## src/rtl/trig_pattern_decoder.sv

```systemverilog
// Turns 4-bit pulse frames on the serial trigger line into command strobes,
// per-frame status and saturating command/error counters.
module trig_pattern_decoder (
  input  logic        clk,
  input  logic        rst,
  input  logic        en,
  input  logic        trig_in,
  input  logic        clr_cnt,
  output logic        cmd_valid,
  output logic [2:0]  cmd_code,
  output logic        err,
  output logic [1:0]  err_type,
  output logic [3:0]  raw_pattern,
  output logic [15:0] cmd_count,
  output logic [15:0] err_count
);

  typedef enum logic [1:0] {
    WAIT_LOW = 2'd0,
    IDLE     = 2'd1,
    CAPTURE  = 2'd2,
    GUARD    = 2'd3
  } state_t;

  localparam logic [1:0]  ERR_UNKNOWN = 2'd1;
  localparam logic [1:0]  ERR_FRAMING = 2'd2;
  localparam logic [15:0] CNT_MAX     = 16'hFFFF;

  state_t      state;
  logic [2:0]  shift;
  logic [2:0]  bit_cnt;
  logic [3:0]  lookup;
  logic        known;
  logic [2:0]  known_code;
  logic        emit_cmd;
  logic        emit_err;

  // Result is {known, code}; anything not listed is an unknown pattern.
  function automatic logic [3:0] decode(input logic [3:0] pattern);
    logic [3:0] result;
    result = 4'b0_000;
    case (pattern)
      4'b1110: result = 4'b1_000;
      4'b1000: result = 4'b1_001;
      4'b1100: result = 4'b1_010;
      4'b1010: result = 4'b1_011;
      4'b1111: result = 4'b1_100;
      default: result = 4'b0_000;
    endcase
    return result;
  endfunction

  always_comb begin
    lookup     = decode(raw_pattern);
    known      = lookup[3];
    known_code = lookup[2:0];
    emit_cmd   = 1'b0;
    emit_err   = 1'b0;
    if (en && (state == GUARD)) begin
      emit_cmd = !trig_in && known;
      emit_err = trig_in || !known;
    end
  end

  always_ff @(posedge clk or posedge rst) begin
    if (rst) begin
      state       <= WAIT_LOW;
      shift       <= 3'd0;
      bit_cnt     <= 3'd0;
      raw_pattern <= 4'd0;
      cmd_valid   <= 1'b0;
      cmd_code    <= 3'd0;
      err         <= 1'b0;
      err_type    <= 2'd0;
    end else begin
      cmd_valid <= 1'b0;
      err       <= 1'b0;
      if (!en) begin
        state <= WAIT_LOW;
      end else begin
        case (state)
          WAIT_LOW: begin
            if (!trig_in) state <= IDLE;
          end
          IDLE: begin
            if (trig_in) begin
              shift   <= 3'b001;
              bit_cnt <= 3'd1;
              state   <= CAPTURE;
            end
          end
          CAPTURE: begin
            shift   <= {shift[1:0], trig_in};
            bit_cnt <= bit_cnt + 3'd1;
            if (bit_cnt == 3'd3) begin
              raw_pattern <= {shift, trig_in};
              state       <= GUARD;
            end
          end
          GUARD: begin
            // A high guard bit means the line is still busy; resync on a low.
            if (trig_in) begin
              err      <= 1'b1;
              err_type <= ERR_FRAMING;
              state    <= WAIT_LOW;
            end else begin
              if (emit_cmd) begin
                cmd_valid <= 1'b1;
                cmd_code  <= known_code;
              end else begin
                err      <= 1'b1;
                err_type <= ERR_UNKNOWN;
              end
              state <= IDLE;
            end
          end
          default: state <= WAIT_LOW;
        endcase
      end
    end
  end

  always_ff @(posedge clk or posedge rst) begin
    if (rst) begin
      cmd_count <= 16'd0;
      err_count <= 16'd0;
    end else if (clr_cnt) begin
      cmd_count <= 16'd0;
      err_count <= 16'd0;
    end else begin
      if (emit_cmd && (cmd_count != CNT_MAX)) cmd_count <= cmd_count + 16'd1;
      if (emit_err && (err_count != CNT_MAX)) err_count <= err_count + 16'd1;
    end
  end

endmodule

```

## config.mk

```make
export PLATFORM = sky130hd
export DESIGN_NAME = trig_pattern_decoder
export DESIGN_NICKNAME = d
export VERILOG_FILES = /design/src/rtl/trig_pattern_decoder.sv
export SDC_FILE = /design/constraint.sdc
export NUM_CORES = 1
export LEC_CHECK = 0
export CAP_MARGIN = 10
export CORE_MARGIN = 2
export CORE_UTILIZATION = 50
export CTS_BUF_LIST = sky130_fd_sc_hd__clkbuf_4 sky130_fd_sc_hd__clkbuf_8
export DETAILED_ROUTE_END_ITERATION = 12
export DONT_BUFFER_PORTS = 1
export PLACE_DENSITY = 0.68
export SYNTH_ARGS = -nofsm -noshare
export SYNTH_HDL_FRONTEND = slang
export SYNTH_SLANG_ARGS = --single-unit
export TNS_END_PERCENT = 20
```

## constraint.sdc

```tcl
create_clock -name clk -period 1.9 [get_ports clk]
set_input_delay 0.38 -clock clk [delete_from_list [all_inputs] [get_ports clk]]
set_output_delay 0.38 -clock clk [all_outputs]
set_load 0.03 [all_outputs]
```

# ---- After elaboration in Yosys (flattened, before gate mapping)
# Index checks and enable logic that the tools add are counted.
dict set report word_totals {
  ff_bits 51
  word_cells 72
  inputBits 5
}
dict set report op_classes {
  bitwise_logic 1
  eq_ne 16
  add_sub_neg 3
  muxes 26
  reduce_logical 16
}
# operator n
set ops {}
lappend ops {{two-way mux 16 bit} 4}
lappend ops {{adder 16 x 1 -> 16 bit (second input constant)} 2}
lappend ops {{inequality test 16 bit (second input constant)} 2}
lappend ops {{== test 4 bit (second input constant)} 5}
lappend ops {{case mux 4 bit (5 select lines)} 1}
lappend ops {{two-way mux 2 bit} 6}
lappend ops {{case mux 3 bit (2 select lines)} 2}
lappend ops {{AND reduction 3 bit} 4}
lappend ops {{two-way mux 1 bit} 11}
lappend ops {{inequality test 3 bit (second input constant)} 3}
lappend ops {{case mux 2 bit (4 select lines)} 1}
lappend ops {{nonzero test 2 bit} 3}
lappend ops {{== test 2 bit (second input constant)} 2}
lappend ops {{logical AND 1 bit} 4}
lappend ops {{inequality test 2 bit (second input constant)} 2}
lappend ops {{AND reduction 4 bit} 1}
lappend ops {{adder 3 x 1 -> 3 bit (second input constant)} 1}
lappend ops {{== test 3 x 2 -> 1 bit (second input constant)} 1}
lappend ops {{two-way mux 3 bit} 1}
lappend ops {{== test 2 x 1 -> 1 bit (second input constant)} 1}
lappend ops {{zero test 1 bit} 2}
lappend ops {{zero test 2 bit} 1}
lappend ops {{logical OR 1 bit} 1}
lappend ops {{inverter 1 bit} 1}

# ---- Logic depth before layout (Yosys ltp)
dict set report logic_depth {
  depth_word 8
  ltp_mapped 8
  ltp_nobuf 6
}

# ---- Worst setup path before layout
# OpenSTA, ideal clock, no wires.
dict set report synth_timing {
  path_kind {reg2reg}
  start {register raw_pattern[2]}
  end {register cmd_count[15]}
  path_buffers 1
  setup_slack_ns -0.208
  period_less_slack_ns 2.108
  stages_incl_launch_ff 6
  t_arrival_ns 1.983
  cell_sequence {dfrtp_1 -> a21boi_1 -> or4_1 -> buf_2 -> nor3b_1 -> mux2_2}
}
dict set report synth_via {
  elab_chain_cells 6
}
# element line
set synth_rtl {}
lappend synth_rtl {{start, declared} 13} ;# output logic [3:0] raw_pattern,
lappend synth_rtl {{start signal, assigned} 96} ;# raw_pattern <= {shift, trig_in};
lappend synth_rtl {{== test 4 bit} 42} ;# case (pattern)
lappend synth_rtl {{case mux 4 bit (5 select lines) (*)} 42}
lappend synth_rtl {{logical AND 1 bit (*)} 60} ;# emit_cmd = !trig_in && known;
lappend synth_rtl {{two-way mux 1 bit (*)} 59} ;# if (en && (state == GUARD)) begin
lappend synth_rtl {{logical AND 1 bit (*)} 131} ;# if (emit_cmd && (cmd_count != CNT_MAX)) cmd_count <= cmd_count + 16'd1;
lappend synth_rtl {{nonzero test 2 bit (no source line) (*)} -}
lappend synth_rtl {{end signal, assigned} 131}
lappend synth_rtl {{end, declared} 14} ;# output logic [15:0] cmd_count,
# Mark *: on every way between the ends. The rest lies on a longest branch, timed or not.
# A chain may end at the register's enable or synchronous reset.

# ---- Worst setup path after layout
dict set report layout_timing {
  start {register raw_pattern[0]}
  end {register cmd_count[4]}
}
# The elaborated chain is that of the path after synthesis.

==> run metrics <==
type of the most critical hold path=primary input to flip-flop; Clk Tree Root Cell=clkbuf_8; reg2reg end=cmd_count[4]; number of DRC markers in iteration 0=around 120; Synth Area in Adders=under 10%; part of the Yosys area used for sequential elements=between 40% and 50%; wire length per cell=~16 microns; fraction of the cycle the final worst path needs=between 90% and 100%; flops & latches, synth=slightly above 50; setup slack, reg-to-reg=~40 ps; net total in the final layout=354; via count=2444; Ys Warns=0; unique cell type count in the Yosys netlist=42; combinational family with the most area after synthesis=simple AND/OR/NAND/NOR gates; multiplexer share of the synthesized area=roughly 5.2%; storage element area=approximately 1300 sq um; post-synth top area share=~46%; critical hold path startpoint=clr_cnt; category of the worst setup path launch point=flip-flop; area fraction in compound gates after synthesis=between 15 and 20%; crit path kind=flip-flop to flip-flop; total CTS buffers=5; Data arrival, critical path=about 2100 ps; post-detailed-route count of antenna-violating nets=0; final setup violation count=0; hold violation count in the final report=0; required time worst endpoint=between 2000 and 2500 ps; Post-Syn Area=~2800 sq um; largest net degree at the start of global routing=41; floorplan die area=about 6100 sq um; multi-input logic area=about 1500 sq um; parity-gate share of the synthesized area counting xor and xnor cells=less than 1%; Worst Skew=9.53 ps; Slew headroom=between 60 and 70%; post-CTS clock slew at the launch and capture registers of the worst setup and hold paths=roughly 100 ps; Highest Clock Rate=538 MHz; count of filler cells inserted in the layout=approximately 470; input/output buffers=0; run status=finished clean; unrepaired setup endpoints after global routing=yes; Initial Utilization=51.0%; leading post-synthesis cells by cell area=dfrtp_1 46%, mux2_2 4.5%, a21oi_1 4.4%, o31ai_1 4.1%, or4_1 4.1%; row cnt=27; antenna diode count=0; global-route usage over all layers=a little over a fifth; power per unit of standard cell area=just under 800 nW/um^2; total nets after synthesis=around 300; sink of the worst hold path=cmd_count[5]; final RePlAce weighted congestion=just under 0.8; wire length of the first global-routing pass=roughly 11 mm; remaining global-route overflow=0; DRC errors left=0; Die Span X=78.3 microns; TritonCTS clock tree=yes; simple-gate share of the synthesized area=about a quarter; maximum buffer depth of the clock tree=2; critical path endpoint category=flip-flop; Syn Area/Cell=9.64 sq um; P_leak=approximately 1.5 nW; worst ir drop on vdd=roughly 510 uV; final count of pins violating max slew=0; CORE AREA=between 5000 and 6000 sq um; synthesis-to-finish area growth=25.6%; R2R depth=6; via count of the first global-routing pass=between 2000 and 2500; router iterations before antenna repair=4; sink count of the clock tree=51; IO Count=48; fraction of final layout cells sized beyond drive strength 1=around 30%; launching point of the worst reg2reg path=raw_pattern[0]; depth of the worst hold-timing path=1; Critical Path Fanout Max=11; synthesized instance count=286; post-detailed-route via-to-cell ratio=between 5 and 6; Tightest Pin Transition=around 470 ps; Post-DP HPWL=4.69 mm; fin crit period=1860 ps; Max-cap violations=0; worst skew pair latency=310 ps; library cell with the largest summed area after synthesis=dfrtp_1; maximum level of the CTS H-tree=2; post-layout utilization of the core=between 60% and 70%; vertical die dimension=just under 80 microns; number of antenna violations at the first check in global routing=0; power consumption=approximately 2.7 mW; final WL=~6.5 mm
[state kept, by name, indices dropped and copies added, names as in the netlist]
name / cells
cmd_count: 16
err_count: 16
raw_pattern: 4
bit_cnt: 3
cmd_code: 3
shift: 3
err_type: 2
state: 2
cmd_valid: 1
err: 1
[final cells by class]
cell class / instances / area share [%]
clock buffers: 5 / 1.99
clock inverters: 3 / 1.27
inverters: 12 / 1.30
multi-input cells: 210 / 42.1
flip-flops and latches: 51 / 37.2
well taps: 72 / 2.60
repair buffers: 61 / 13.6
[logic make-up after synthesis]
logic type,after synthesis
compound gates,75
xor+xnor,1
fa+ha+maj,8
buf+inv,25
flops,51
mux,13
simple gates,113
[Yosys cell counts]
cell       count
dfrtp_1       51
a21oi_1       24
nand2_1       21
o31ai_1       15
or4_1         15
o21ai_0       14
inv_1         12
nand3_1       12
mux2_2        11
nor2_1        10
nor2b_1       10
ha_1           8
buf_2          7
nand2b_1       7
nand4_1        7
clkbuf_1       6
nor3_1         6
nor4_1         5
or3_1          5
a211oi_1       4
and4_1         4
and3_1         3
o2111ai_1      3
a22o_1         2
a31oi_1        2
and2_1         2
mux2i_1        2
nand3b_1       2
o211ai_1       2
o21ai_1        2
a21bo_2        1
a21boi_0       1
a21boi_1       1
a41oi_1        1
nand4b_1       1
nor3b_1        1
nor4_2         1
o21a_1         1
o31a_1         1
o41ai_1        1
or4b_2         1
xnor2_1        1
[metrics by stage]
step           setup TNS, ps  setup WS [ps]  cells  hold WS (ps)  instance area (sq um)
2_1_floorplan           -183          -89.7    286           450                   2800
4_1_cts                    0           10.2    409           108                   3360
3_3_place_gp           -8.76          -8.76    400           302                   3240
5_1_grt                 -385          -54.1    414           109                   3460
6_report                   0           41.1    414           127                   3460
3_5_place_dp           -60.8          -60.8    400           309                   3240
[cell usage in the layout (no fill, tap or decap), types with 2 or more instances in the layout]
cell / netlist / layout
o2111ai_1: 3 / 3
and3_1: 3 / 3
nor3_2: 0 / 3
nor4_2: 1 / 2
a31oi_1: 2 / 2
buf_4: 0 / 56
a22o_1: 2 / 2
inv_1: 12 / 11
o211ai_1: 2 / 2
nand2b_1: 7 / 7
nor2_1: 10 / 10
a211oi_1: 4 / 4
dfrtp_1: 51 / 43
ha_1: 8 / 7
mux2_2: 11 / 10
clkbuf_8: 0 / 5
o31ai_1: 15 / 15
nor3_1: 6 / 3
nor4_1: 5 / 3
mux2i_1: 2 / 2
or4_1: 15 / 14
buf_6: 0 / 3
and2_1: 2 / 2
nand4_1: 7 / 7
nor2b_1: 10 / 10
a21oi_1: 24 / 24
o21ai_0: 14 / 14
and4_1: 4 / 4
dfrtp_2: 0 / 8
o21ai_2: 0 / 2
nand3_1: 12 / 12
nand3b_1: 2 / 2
nand2_1: 21 / 21
or3_1: 5 / 5
[what timing repair did]
item | 4_1_cts | 5_1_grt
buffers inserted | 0 | 4
gates cloned | 0 | 1
pin swaps | 0 | 5
endpoints found under the setup margin | 2 | 20
hold endpoints to repair | 20 | 0
hold buffers | 1 | 0
resized for setup | 1 | 13
[report_power, final]
part	internal, mW	total [mW]	switching, mW	leakage, nW
clock	0.393	0.763	0.370	0.0581
sequential	1.20	1.30	0.107	0.692
combinational	0.273	0.598	0.325	0.714
[per-layer routing]
layer  wire [microns]  global-route usage, %  vias to the layer above
li1                 -                      -                     1189
met1             2850                   29.2                     1193
met2             3280                   36.6                       54
met3              273                   4.48                        8
met4               71                   5.96                        0
met5                0                      0                        -
[worst max-delay path: stages, from the launching register on]
cell,delay (ps)
dfrtp_2,410
buf_4,180
a21bo_2,200
nand3_1,130
buf_6,180
or4_1,500
a21oi_1,180
[worst max-delay path by stage]
stage                         from       endpoint  slack [ps]  cells past startpoint
floorplan           raw_pattern[0]  cmd_count[15]         -90                      5
global placement    raw_pattern[0]  cmd_count[15]          -9                      4
detailed placement        state[0]  cmd_count[15]         -60                      5
CTS                   err_count[0]  err_count[10]          10                      5
global route              state[1]  cmd_count[15]         -50                      5
finish              raw_pattern[0]   cmd_count[4]          40                      6
Power figures use the tool's default switching activity.
